## config.mk

```make
export PLATFORM = sky130hd
export DESIGN_NAME = calc_engine
export DESIGN_NICKNAME = d
export VERILOG_FILES = /design/src/rtl/calc_engine.sv
export SDC_FILE = /design/constraint.sdc
export NUM_CORES = 1
export LEC_CHECK = 0
export BUFFER_PORTS_ARGS = -buffer_cell sky130_fd_sc_hd__buf_2
export CAP_MARGIN = 20
export CORE_MARGIN = 2
export CORE_UTILIZATION = 67
export CTS_BUF_LIST = sky130_fd_sc_hd__clkbuf_8
export DETAILED_ROUTE_END_ITERATION = 12
export PLACE_DENSITY = 0.85
export SKIP_LAST_GASP = 1
export SLEW_MARGIN = 20
export SYNTH_ARGS = -nofsm -noshare
export SYNTH_HDL_FRONTEND = slang
export SYNTH_SLANG_ARGS = --single-unit
```

## constraint.sdc

```tcl
create_clock -name clk -period 9.65 [get_ports clk]
set_input_delay 0.965 -clock clk [delete_from_list [all_inputs] [get_ports clk]]
set_output_delay 0.965 -clock clk [all_outputs]
set_load 0.01 [all_outputs]
```

## src/rtl/calc_engine.sv

```systemverilog
`default_nettype none
// ============================================================================
// Module   : calc_engine
// Purpose  : Button-driven decimal operand entry plus a small signed ALU
//            (add / subtract / multiply / restoring divide) with saturation
//            to +/-(10^NUM_DIGITS - 1).
// Ports    : clk, rst          - clock, asynchronous active-high reset
//            UP/DOWN/LEFT/RIGHT/SELECT - single-cycle button pulses
//            mode              - entry enabled when mode == 1
//            sw                - sign of the entered operand (1 = negative)
//            operation         - 0 add, 1 sub, 2 mul, 3 div (sampled on SELECT)
//            current_value     - left operand (sampled on SELECT)
//            num_converted     - signed value of the digits being entered
//            new_value         - result of the last completed operation
//            result_valid      - one-cycle pulse when new_value/overflow update
//            busy              - operation in flight
//            overflow          - error flag of the last completed operation
//            digit             - index of the digit being edited (0 = LSB)
// Revision : 1.0 - initial release
// ============================================================================
module calc_engine #(
  parameter int NUM_DIGITS = 4,
  parameter int WIDTH      = 16
) (
  input  logic                    clk,
  input  logic                    rst,
  input  logic                    UP,
  input  logic                    DOWN,
  input  logic                    LEFT,
  input  logic                    RIGHT,
  input  logic                    SELECT,
  input  logic [1:0]              mode,
  input  logic                    sw,
  input  logic [1:0]              operation,
  input  logic signed [WIDTH-1:0] current_value,
  output logic signed [WIDTH-1:0] num_converted,
  output logic signed [WIDTH-1:0] new_value,
  output logic                    result_valid,
  output logic                    busy,
  output logic                    overflow,
  output logic [((NUM_DIGITS > 1) ? $clog2(NUM_DIGITS) : 1)-1:0] digit
);

  localparam int c_DW = (NUM_DIGITS > 1) ? $clog2(NUM_DIGITS) : 1;
  localparam int c_W2 = 2 * WIDTH;
  localparam int c_CW = $clog2(WIDTH + 1);
  localparam logic signed [c_W2-1:0] c_MAX = c_W2'(10**NUM_DIGITS - 1);
  localparam logic signed [c_W2-1:0] c_MIN = -c_MAX;

  typedef enum logic [1:0] {S_IDLE = 2'd0, S_EXEC = 2'd1, S_DIV = 2'd2, S_DONE = 2'd3} state_t;

  state_t                   r_state;
  logic [3:0]               r_digits [NUM_DIGITS];
  logic [c_DW-1:0]          r_digit;
  logic signed [WIDTH-1:0]  r_a;
  logic signed [WIDTH-1:0]  r_b;
  logic [1:0]               r_op;
  logic                     r_neg;   // quotient sign
  logic [WIDTH-1:0]         r_dq;    // dividend shifting out, quotient shifting in
  logic [WIDTH-1:0]         r_dvs;   // |divisor|
  logic [WIDTH-1:0]         r_rem;   // partial remainder
  logic [c_CW-1:0]          r_cnt;
  logic signed [WIDTH-1:0]  r_nv;
  logic                     r_ovf;
  logic                     r_valid;
  logic                     r_busy;

  // Decimal digits to binary magnitude (Horner form, MSB digit first).
  logic [WIDTH-1:0] w_mag;
  always_comb begin
    w_mag = '0;
    for (int i = NUM_DIGITS - 1; i >= 0; i--) begin
      w_mag = w_mag * WIDTH'(10) + WIDTH'(r_digits[i]);
    end
  end
  assign num_converted = sw ? -$signed(w_mag) : $signed(w_mag);

  // Magnitudes for the divider; the most negative value maps correctly to
  // its unsigned magnitude.
  logic [WIDTH-1:0] w_abs_a;
  logic [WIDTH-1:0] w_abs_b;
  assign w_abs_a = current_value[WIDTH-1] ? WIDTH'(-current_value) : WIDTH'(current_value);
  assign w_abs_b = num_converted[WIDTH-1] ? WIDTH'(-num_converted) : WIDTH'(num_converted);

  // One restoring-division step. The true difference is always below
  // 2^WIDTH, so a WIDTH-bit subtraction is exact.
  logic [WIDTH:0]   w_rem_sh;
  logic             w_fits;
  logic [WIDTH-1:0] w_rem_next;
  assign w_rem_sh   = {r_rem, r_dq[WIDTH-1]};
  assign w_fits     = (w_rem_sh >= {1'b0, r_dvs});
  assign w_rem_next = w_fits ? (w_rem_sh[WIDTH-1:0] - r_dvs) : w_rem_sh[WIDTH-1:0];

  // Double-width arithmetic so no intermediate result can wrap.
  logic signed [c_W2-1:0] w_a2;
  logic signed [c_W2-1:0] w_b2;
  logic signed [c_W2-1:0] w_arith;
  logic        [c_W2-1:0] w_qext;
  logic signed [c_W2-1:0] w_quot;
  logic signed [c_W2-1:0] w_sat_in;
  logic signed [WIDTH-1:0] w_sat_val;
  logic                    w_sat_ovf;

  assign w_a2   = {{WIDTH{r_a[WIDTH-1]}}, r_a};
  assign w_b2   = {{WIDTH{r_b[WIDTH-1]}}, r_b};
  assign w_qext = {{WIDTH{1'b0}}, r_dq};
  assign w_quot = r_neg ? -$signed(w_qext) : $signed(w_qext);

  always_comb begin
    w_arith = '0;
    case (r_op)
      2'd0:    w_arith = w_a2 + w_b2;
      2'd1:    w_arith = w_a2 - w_b2;
      2'd2:    w_arith = w_a2 * w_b2;
      default: w_arith = '0;
    endcase
  end

  assign w_sat_in = (r_state == S_EXEC) ? w_arith : w_quot;

  always_comb begin
    w_sat_val = w_sat_in[WIDTH-1:0];
    w_sat_ovf = 1'b0;
    if (w_sat_in > c_MAX) begin
      w_sat_val = c_MAX[WIDTH-1:0];
      w_sat_ovf = 1'b1;
    end else if (w_sat_in < c_MIN) begin
      w_sat_val = c_MIN[WIDTH-1:0];
      w_sat_ovf = 1'b1;
    end
  end

  always_ff @(posedge clk or posedge rst) begin
    if (rst) begin
      r_state <= S_IDLE;
      for (int i = 0; i < NUM_DIGITS; i++) r_digits[i] <= '0;
      r_digit <= '0;
      r_a     <= '0;
      r_b     <= '0;
      r_op    <= '0;
      r_neg   <= 1'b0;
      r_dq    <= '0;
      r_dvs   <= '0;
      r_rem   <= '0;
      r_cnt   <= '0;
      r_nv    <= '0;
      r_ovf   <= 1'b0;
      r_valid <= 1'b0;
      r_busy  <= 1'b0;
    end else begin
      r_valid <= 1'b0;
      case (r_state)
        S_IDLE: begin
          if (mode == 2'd1) begin
            if (UP) begin
              r_digits[r_digit] <= (r_digits[r_digit] == 4'd9) ? 4'd0 : r_digits[r_digit] + 4'd1;
            end else if (DOWN) begin
              r_digits[r_digit] <= (r_digits[r_digit] == 4'd0) ? 4'd9 : r_digits[r_digit] - 4'd1;
            end else if (LEFT) begin
              r_digit <= (r_digit == c_DW'(NUM_DIGITS - 1)) ? '0 : r_digit + c_DW'(1);
            end else if (RIGHT) begin
              r_digit <= (r_digit == '0) ? c_DW'(NUM_DIGITS - 1) : r_digit - c_DW'(1);
            end else if (SELECT) begin
              r_a     <= current_value;
              r_b     <= num_converted;
              r_op    <= operation;
              r_neg   <= current_value[WIDTH-1] ^ num_converted[WIDTH-1];
              r_dq    <= w_abs_a;
              r_dvs   <= w_abs_b;
              r_rem   <= '0;
              r_cnt   <= '0;
              for (int i = 0; i < NUM_DIGITS; i++) r_digits[i] <= '0;
              r_digit <= '0;
              r_busy  <= 1'b1;
              r_state <= (operation == 2'd3) ? S_DIV : S_EXEC;
            end
          end
        end
        S_EXEC: begin
          r_nv    <= w_sat_val;
          r_ovf   <= w_sat_ovf;
          r_valid <= 1'b1;
          r_state <= S_DONE;
        end
        S_DIV: begin
          if (r_b == '0) begin
            // Divide by zero: flag it, keep the previous result.
            r_ovf   <= 1'b1;
            r_valid <= 1'b1;
            r_state <= S_DONE;
          end else if (r_cnt != c_CW'(WIDTH)) begin
            r_rem <= w_rem_next;
            r_dq  <= {r_dq[WIDTH-2:0], w_fits};
            r_cnt <= r_cnt + c_CW'(1);
          end else begin
            // Extra cycle after the last quotient bit applies sign and
            // saturation, giving WIDTH+2 cycles from SELECT to result.
            r_nv    <= w_sat_val;
            r_ovf   <= w_sat_ovf;
            r_valid <= 1'b1;
            r_state <= S_DONE;
          end
        end
        S_DONE: begin
          r_busy  <= 1'b0;
          r_state <= S_IDLE;
        end
        default: begin
          r_busy  <= 1'b0;
          r_state <= S_IDLE;
        end
      endcase
    end
  end

  assign new_value    = r_nv;
  assign overflow     = r_ovf;
  assign result_valid = r_valid;
  assign busy         = r_busy;
  assign digit        = r_digit;

endmodule
`default_nettype wire

```

==> results.toml <==
[routing]
drt_first_iter_violations = 1922
wl_per_cell_um = 21.3
post-route-drc-count = 0
via_count = 19500
via_per_inst = 6.37
wl_um = 65000
number_of_detailed_route_iterations_in_the_first_pass = 6
ant_nets = 0

[cells_and_area]
area_delta_synth_final_pct = 4.44
filler_cell_count = 2569
ff_latch_area_um2 = 3150
finish.net_count = 3102
final_common_cell = "inv_1"
antenna-diode-count = 0
drive_gt1_share_pct = 5.85
final_cells = 3058
multi_input_area_um2 = 17000
mostFrequentLayoutCells = "inv_1, nand2_1, fa_1"

[synthesis]
ys_async_sr_fraction_pct = 100
syn_inst = 2613
synth-seq-cells = 126
post_synth_num_cell_types = 96
postSynth.topFlopCell = "dfrtp_1"
post_synth_instance_area_um2 = 22100
synthesis.yosys.warnings = 0
post_syn_area_per_cell_um2 = 8.47
synth_enable_flop_cells = 0
synthesis.nets = 3112
seq_area_frac_synth_pct = 14.2

[grt]
grt_pass1_vias = 19900
global_route.overflow_total = 0
grt_usage_pct = 39.6
grt_max_degree = 83
grt_antenna_before_repair = 0
grt_pass1_wl_um = 105000

[floorplanning]
fp.dieW_um = 186
die_y_extent_um = 186
initial_core_utilization_pct = 68.0
design.core.area_um2 = 32500
fp.dieArea_um2 = 34500
num_io_pins = 65
std_cell_rows = 66

[critical_path]
rr_endpoint = "new_value[4]"
worstSetupStartpointType = "flip-flop"
ff2ff_path_depth = 23
regToRegStartpoint = "r_a[15]"
critical_path_class = "reg -> reg"
r2r_setup_slack_ns = 1.20
worstPathRequired_ns = 10.03
setup.worst_path.end_class = "flip-flop"
arrival_ns = 8.83
critPathMaxFanout = 14

[run_status]
outcome = "finished clean"

[clocking]
cts_htree_levels = 4
cts.sinks = 126
ctsLongestPathBuffers = 2
post_cts_resized = 0
tritoncts.num_buffers = 17
ctsHoldBuffers = 0
clock_insertion_delay_worst_skew_ns = 0.47
clock_tree_from_tritoncts = "built"
cts_post_setup_buffers_inserted = 0
cts_clock_pin_slew_for_the_worst_setup_and_hold_paths_ns = 0.09
root_buffer = "clkbuf_8"

[timing]
max-slew-margin-rel_pct = 34.5
setup_viol_count_final = 0
max_slew.worst_pin.slew_ns = 0.957
maxSlewViolCount = 0
fin_setup_tns_ns = 0
finalCritPeriodShare_pct = 87.6
rsz0062_at_grt = "no"
timing.final.crit_period_ns = 8.45
timing_hold_violations_final = 0
fin_worst_skew_ns = 0.0198
fmaxAchievable_mhz = 118

[worst_hold_path]
cells_on_worst_hold_path = 2
timing.hold.worst_endpoint = "busy"
hold_path_class = "reg -> reg"
holdCritStartpoint = "busy"

[placed_design]
placedCellCount = 3026
post-dp-hpwl_um = 51700
finalWeightedCongestion = 1.04
place.port_buffers = 64

[flow_run]
max_cap_violations = 0
==> how the worst max path moves through the flow <==
stage | startpoint | to | slack (ns) | cells past startpoint
global placement | r_a[15] | new_value[8] | 1.43 | 23
floorplan | r_a[15] | new_value[11] | 2.39 | 24
CTS | r_a[15] | new_value[8] | 1.26 | 23
finish | r_a[15] | new_value[4] | 1.20 | 23
global route | r_a[15] | new_value[4] | 0.45 | 23
detailed placement | r_a[15] | new_value[4] | 1.27 | 23
==> cell type report <==
type                            instances  area share, %
Tap cell                              442           2.39
Timing Repair Buffer                   79           1.89
Multi-Input combinational cell       1956           73.5
Clock inverter                         15          0.693
Sequential cell                       126           13.6
Clock buffer                           17           1.01
Inverter                              423           6.88
==> cell families after synthesis <==
group                      after synthesis  share of synthesized area [%]
other                                    1                         0.0169
DFF                                    126                           14.2
AOI/OAI and AO/OA                      516                           16.0
xor gates and xnor gates               128                           5.13
muxes                                   23                           1.28
buffers and inverters                  531                           9.08
and+or+nand+nor                        817                           18.4
adders and majority gates              471                           35.8
==> state kept, by name, indices dropped and copies added, names as in the netlist <==
signal        cells
r_dvs            15
busy              1
r_dq             16
r_op              2
r_rem            16
r_b              16
r_cnt             5
r_a              16
overflow          1
r_neg             1
digit             2
r_state           2
r_digits         16
result_valid      1
new_value        16
==> metrics by stage <==
| stage | hold WS [ns] | instance area, um^2 | setup slack (ns) | util [%] |
|---|---|---|---|---|
| floorplan | 0.443 | 22100 | 2.39 | - |
| global placement | 0.463 | 22700 | 1.43 | 69.8 |
| detailed placement | 0.470 | 22700 | 1.27 | 69.8 |
| CTS | 0.490 | 23100 | 1.26 | 71.0 |
| global route | 0.524 | 23100 | 0.446 | 71.1 |
| finish | 0.485 | 23100 | 1.20 | 71.1 |
==> worst max-delay path, cell delays in order, from the launching register on <==
cell	delay, ns
dfrtp_1	0.61
clkinv_1	0.33
nor2_1	0.26
inv_1	0.10
fa_1	0.71
inv_1	0.10
fa_1	0.93
fa_1	0.53
fa_1	0.50
fa_1	0.60
inv_1	0.07
fa_1	0.53
inv_1	0.04
ha_1	0.36
and3_1	0.20
nand2_1	0.08
nor4_1	0.28
a21oi_1	0.17
o31a_1	0.40
o21ai_0	0.26
xnor2_1	0.16
o21ai_1	0.64
o211ai_1	0.31
o211ai_1	0.18
==> synth_stat cells, drive strengths merged (17+ instances only) <==
| master | instances | area share [%] |
|---|---|---|
| inv | 422 | 7.2 |
| nand2 | 296 | 5.0 |
| fa | 271 | 25 |
| ha | 200 | 11 |
| o21ai | 134 | 3.0 |
| dfrtp | 126 | 14 |
| nor2 | 123 | 2.1 |
| and2 | 115 | 3.3 |
| clkbuf | 97 | 1.7 |
| a21oi | 90 | 2.0 |
| xnor2 | 70 | 2.8 |
| xor2 | 57 | 2.3 |
| nand3 | 50 | 1.1 |
| nor3 | 45 | 1.0 |
| a21o | 41 | 1.4 |
| o211ai | 32 | 1.1 |
| nand2b | 29 | 0.85 |
| nand4 | 27 | 0.76 |
| o31ai | 27 | 1.0 |
| a211oi | 25 | 0.89 |
| nor2b | 19 | 0.54 |
| nor4 | 18 | 0.54 |
| a31oi | 17 | 0.48 |
| mux2i | 17 | 0.77 |
==> per-layer routing <==
| layer | share of wire (%) | GRT usage, % | vias up |
|---|---|---|---|
| li1 | - | - | 8699 |
| met1 | 38 | 50.2 | 9505 |
| met2 | 47 | 64.2 | 1058 |
| met3 | 9.5 | 7.08 | 210 |
| met4 | 6.0 | 22.6 | 0 |
| met5 | 0 | 0 | - |
Power is left out: the tool's default activity adds up to more than one toggle a clock period on the data nets, which glitch-free logic cannot reach.
